`src/rtl/dct_pkg.sv`:
```
// Shared constants and FSM state type for the DCT coefficient serializer.
package dct_pkg;

   localparam int unsigned COEF_W = 12;
   localparam int unsigned N_COEF = 8;

   typedef enum logic {
      IDLE  = 1'b0,
      SHIFT = 1'b1
   } state_e;

endpackage

```
`src/rtl/coef_threshold.sv`:
```
// Zeroes one signed coefficient whose magnitude is below the threshold.
module coef_threshold #(
   parameter int unsigned COEF_W = 12
) (
   input  logic signed [COEF_W-1:0] z,
   input  logic        [COEF_W-2:0] threshold,
   output logic signed [COEF_W-1:0] q
);

   logic signed [COEF_W:0] z_ext;
   logic        [COEF_W:0] mag;

   // One extra bit so the most negative value keeps its full magnitude.
   always_comb begin
      z_ext = {z[COEF_W-1], z};
      mag   = z_ext[COEF_W] ? $unsigned(-z_ext) : $unsigned(z_ext);
      q     = (mag < {2'b00, threshold}) ? '0 : z;
   end

endmodule

```
`src/rtl/dct_coef_serializer.sv`:
```
// Captures a thresholded frame of DCT coefficients and streams them out one per
// transfer over a valid/ready interface, reporting the frame's nonzero count.
module dct_coef_serializer
   import dct_pkg::*;
#(
   parameter int unsigned COEF_W = dct_pkg::COEF_W,
   parameter int unsigned N_COEF = dct_pkg::N_COEF
) (
   input  logic                     clk,
   input  logic                     rst_n,
   input  logic                     in_load,
   input  logic signed [COEF_W-1:0] in_z0,
   input  logic signed [COEF_W-1:0] in_z1,
   input  logic signed [COEF_W-1:0] in_z2,
   input  logic signed [COEF_W-1:0] in_z3,
   input  logic signed [COEF_W-1:0] in_z4,
   input  logic signed [COEF_W-1:0] in_z5,
   input  logic signed [COEF_W-1:0] in_z6,
   input  logic signed [COEF_W-1:0] in_z7,
   input  logic        [COEF_W-2:0] threshold,
   output logic                     in_ready,
   output logic                     out_valid,
   input  logic                     out_ready,
   output logic signed [COEF_W-1:0] out_data,
   output logic        [2:0]        out_index,
   output logic                     out_last,
   output logic        [3:0]        nz_count
);

   localparam logic [2:0] LastIdx = 3'(N_COEF - 1);

   state_e                   state_q, state_d;
   logic [2:0]               idx_q, idx_d;
   logic                     load;
   logic signed [COEF_W-1:0] z_in   [N_COEF];
   logic signed [COEF_W-1:0] z_thr  [N_COEF];
   logic signed [COEF_W-1:0] coef_q [N_COEF];
   logic [3:0]               nz_q, nz_d;

   assign z_in[0] = in_z0;
   assign z_in[1] = in_z1;
   assign z_in[2] = in_z2;
   assign z_in[3] = in_z3;
   assign z_in[4] = in_z4;
   assign z_in[5] = in_z5;
   assign z_in[6] = in_z6;
   assign z_in[7] = in_z7;

   for (genvar i = 0; i < N_COEF; i++) begin : g_thr
      coef_threshold #(
         .COEF_W    (COEF_W)
      ) u_thr (
         .z         (z_in[i]),
         .threshold (threshold),
         .q         (z_thr[i])
      );
   end

   always_comb begin
      nz_d = '0;
      for (int i = 0; i < N_COEF; i++) begin
         if (z_thr[i] != '0) nz_d = nz_d + 4'd1;
      end
   end

   always_comb begin
      state_d = state_q;
      idx_d   = idx_q;
      load    = 1'b0;
      unique case (state_q)
         IDLE: begin
            if (in_load) begin
               state_d = SHIFT;
               idx_d   = '0;
               load    = 1'b1;
            end
         end
         SHIFT: begin
            if (out_ready) begin
               if (idx_q == LastIdx) begin
                  state_d = IDLE;
                  idx_d   = '0;
               end else begin
                  idx_d = idx_q + 3'd1;
               end
            end
         end
         default: begin
            state_d = IDLE;
            idx_d   = '0;
         end
      endcase
   end

   always_ff @(posedge clk or negedge rst_n) begin
      if (!rst_n) begin
         state_q <= IDLE;
         idx_q   <= '0;
         nz_q    <= '0;
         for (int i = 0; i < N_COEF; i++) coef_q[i] <= '0;
      end else begin
         state_q <= state_d;
         idx_q   <= idx_d;
         if (load) begin
            nz_q <= nz_d;
            for (int i = 0; i < N_COEF; i++) coef_q[i] <= z_thr[i];
         end
      end
   end

   always_comb begin
      in_ready  = (state_q == IDLE);
      out_valid = (state_q == SHIFT);
      out_data  = out_valid ? coef_q[idx_q] : '0;
      out_index = idx_q;
      out_last  = out_valid && (idx_q == LastIdx);
      nz_count  = nz_q;
   end

endmodule

```
`config.mk`:
```
export PLATFORM = sky130hd
export DESIGN_NAME = dct_coef_serializer
export DESIGN_NICKNAME = d
export VERILOG_FILES = /design/src/rtl/dct_pkg.sv /design/src/rtl/coef_threshold.sv /design/src/rtl/dct_coef_serializer.sv
export SDC_FILE = /design/constraint.sdc
export NUM_CORES = 1
export LEC_CHECK = 0
export BUFFER_PORTS_ARGS = -buffer_cell sky130_fd_sc_hd__buf_2
export CAP_MARGIN = 30
export CORE_MARGIN = 8
export CORE_UTILIZATION = 59
export DETAILED_ROUTE_END_ITERATION = 7
export PLACE_DENSITY = 0.82
export SYNTH_ARGS = -nofsm -noshare
export SYNTH_HDL_FRONTEND = slang
export SYNTH_SLANG_ARGS = --single-unit
```
`constraint.sdc`:
```
create_clock -name clk -period 3.2 [get_ports clk]
set_input_delay 0.64 -clock clk [delete_from_list [all_inputs] [get_ports clk]]
set_output_delay 0.64 -clock clk [all_outputs]
set_load 0.05 [all_outputs]
```
==> summary.md <==
| Metric | Value |
|---|---|
| Status | complete, but fails checks |
| Violated checks | setup timing |
| Leak Pwr | ~5.9 nW |
| Pre-CTS setup slack | -2.73 ns |
| Worst setup path class | input pin to register |
| Final count of hold timing violations | 0 |
| Synth warn | 0 |
| Vias | 9481 |
| Final Cell Area | 12200 um2 |
| Post-synthesis compound-gate area fraction | 0.218 |
| Syn Area/Cell | slightly below 10 um2 |
| Slowest-stage cell, CP | a221oi_2 |
| Post-synthesis mux area share | 0.0883 |
| Core Util, Final | 0.839 |
| Min Clock Period, post-route | roughly 5.5 ns |
| Syn_nets | 1112 |
| Hold_buf cts | 0 |
| CP top delay family | compound AO/OA/AOI/OAI gates |
| Worst path required time | 3.45 ns |
| Post-DRT Antenna Nets | 0 |
| Die Span Y | 138 um |
| Synth top area share | 0.296 |
| I/O Buffers | approximately 130 |
| Tcrit/Tclk final | 1.73 |
| Vias per Instance | 6.57 |
| Clock Pin Slew Worst Setup and Hold Paths | roughly 0.07 ns |
| Slew Limit Headroom | 0.391 |
| DRC Markers | 0 |
| Dpl hpwl | around 24000 um |
| Tot GR Track Use | 0.323 |
| Vias in the first global route | 9222 |
| ANT cells | 0 |
| Cell Area, Synth | between 8000 and 9000 um2 |
| DR pass1 iterations | 6 |
| Adder-cell area share of the yosys netlist | 0.136 |
| Largest cells by area after synthesis | dfrtp_1 30%, ha_1 14%, a22o_1 8.8%, xnor2_1 7.9%, mux4_2 6.1% |
| Post-synth EDFFs | 0 |
| Die W | approximately 140 um |
| Initial antenna violation count | 0 |
| Max FO, Critical Path | 4 |
| Arr. time, crit path | between 5 and 6 ns |
| Slew @ Worst Pin | approximately 0.91 ns |
| Worst path bufs/invs | 5 |
| TritonCTS buffer count | 9 |
| Top-count cell post-synth | dfrtp_1 |
| Detailed Route WL | 33500 um |
| Row cnt | 44 |
| Post-placement cell area | ~11000 um2 |
| Syn Inst Count | about 900 |
| Yosys cell types | 70 |
| DRT iter0 DRCs | roughly 1100 |
| Largest family of logic cells by synthesized area | compound AO/OA/AOI/OAI gates |
| Layout area overhead | 38.6% |
| CTS tree | yes |
| Worst skew pair latency | between 0.3 and 0.4 ns |
| CTS Buffer Depth | 2 |
| Setup Skew | a little under 0.007 ns |
| Clock sink count | between 100 and 150 |
| Sequential fraction of the synthesis area | 0.296 |
| Layout cells sized above 1 | 0.408 |
| Max-cap viol count | 0 |
| RSZ-0062 raised after global routing | true |
| I/O pin total | 133 |
| Setup violators final | 14 |
| Pins Over Slew Limit | 0 |
| Synth area leader | dfrtp_1 |
| H-Tree Depth | 3 |
| Final nets | between 1000 and 1500 |
| CP Capture Type | register |
| DIE AREA | around 19000 um2 |
| Ys flop type | dfrtp_1 |
| Core Box Area | about 15000 um2 |
| #FFs+latches synth | approximately 100 |
| Maximum vdd drop | 0.000912 V |
| FMAX | about 180 MHz |
| First-pass GRT wire length | 49700 um |
| CP most frequent cell | ha_4 |
| Crit start category | input pin |
| GR Overflow Total | 0 |
| Power density over cell area | between 700 and 800 nW/um2 |
| Routed len/inst | 23.3 um |
| Gpl congestion | about 0.96 |
| Top cells by count, synth | 104 x dfrtp_1, 96 x ha_1, 88 x a22o_1 |
| Hold Path Class | input pin to asynchronous set/reset pin |
| Post-route setup slack | -2.33 ns |
| CTS root buffer | clkbuf_16 |
| Initial Utilization | 0.605 |
| Post-synthesis simple-gate area fraction | 0.135 |
| Worst path max stage delay | ~0.5 ns |
| Sum Neg Setup Slack | -8.25 ns |
| Async SR Flop Fraction | 1.00 |
| XOR/XNOR Fraction of Synth Area | 0.0948 |
| Largest net degree at the start of global routing | 63 |
==> final cells by class <==
class	count	area, um2
Multi-Input combinational cell	728	6370
Sequential cell	104	2600
Timing Repair Buffer	372	2540
Fill cell	810	2340
Clock buffer	10	239
Tap cell	184	230
Inverter	38	148
Clock inverter	6	67.6
==> sequential cells by signal, indices dropped and copies added (netlist names) <==
register	flops
nz_count	4
out_valid	1
out_index	3
coef_q	96
==> layout by cell type (no fill, tap or decap), types with 4 or more instances in the layout <==
| cell | Yosys | routed |
|---|---|---|
| buf_4 | 0 | 233 |
| buf_2 | 0 | 128 |
| dfrtp_1 | 104 | 103 |
| ha_1 | 96 | 91 |
| a22o_1 | 88 | 88 |
| xnor2_1 | 79 | 75 |
| nand2_1 | 74 | 71 |
| o21ai_0 | 50 | 42 |
| nor2_1 | 52 | 35 |
| inv_1 | 36 | 30 |
| mux4_2 | 24 | 24 |
| a21oi_1 | 27 | 23 |
| nand2b_1 | 21 | 21 |
| mux2i_1 | 20 | 20 |
| o31ai_1 | 26 | 19 |
| nor2_2 | 0 | 16 |
| o21ai_1 | 9 | 13 |
| nor3_1 | 13 | 12 |
| a21o_1 | 12 | 12 |
| nand3_1 | 12 | 11 |
| or3_1 | 10 | 9 |
| clkbuf_16 | 0 | 9 |
| a211oi_1 | 8 | 7 |
| or2_2 | 6 | 6 |
| o31ai_2 | 0 | 6 |
| or4_1 | 8 | 6 |
| a211o_1 | 6 | 6 |
| buf_6 | 0 | 6 |
| nor2b_1 | 5 | 5 |
| nand4_1 | 5 | 5 |
| inv_2 | 1 | 5 |
| o41ai_2 | 0 | 5 |
| nor4_4 | 1 | 4 |
| o41ai_1 | 9 | 4 |
| o21ai_2 | 1 | 4 |
| ha_4 | 0 | 4 |
==> final timing paths <==
| path | from | endpoint | slack [ns] | cells after the start |
|---|---|---|---|---|
| min in group clk | coef_q[9]$_DFFE_PN0P_ | coef_q[9]$_DFFE_PN0P_ | 0.51 | 2 |
| max in group asynchronous | rst_n | coef_q[39]$_DFFE_PN0P_ | 2.16 | 2 |
| max | in_z1[2] | nz_count[2]$_DFFE_PN0P_ | -2.33 | 29 |
| min reg2reg | coef_q[9]$_DFFE_PN0P_ | coef_q[9]$_DFFE_PN0P_ | 0.51 | 2 |
| max reg2reg | out_valid$_DFF_PN0_ | nz_count[3]$_DFFE_PN0P_ | 0.57 | 5 |
| min | rst_n | coef_q[49]$_DFFE_PN0P_ | 0.29 | 1 |
==> metal layers <==
metal	wire, um	vias to the layer above	global-route usage
li1	-	4107	-
met1	12400	4576	0.406
met2	15500	620	0.515
met3	3650	178	0.0781
met4	2030	0	0.151
met5	0	-	0
==> per-stage QoR <==
step                hold slack [ns]  power [mW]  instances
floorplan                     0.344        5.11        905
global placement              0.452        6.53       1412
detailed placement            0.457        6.69       1412
CTS                           0.303        8.25       1440
global route                  0.336        8.97       1442
finish                        0.287        8.58       1442
==> power breakdown <==
part | internal [mW] | switching, mW
registers | 1.83 | 0.531
clock network | 0.632 | 0.545
logic | 2.43 | 2.62
total | 4.89 | 3.70
==> kinds of logic after synthesis <==
family,Yosys count
compound gates,264
simple gates,233
flops,104
fa+ha+maj,96
xor+xnor,88
buf+inv,73
mux,47
==> timing repair <==
item	4_1_cts	5_1_grt
pin swaps	25	10
setup buffers	13	2
setup endpoints to repair	25	81
resized for setup	38	44
Note: power is estimated with default switching activity, not from simulation.
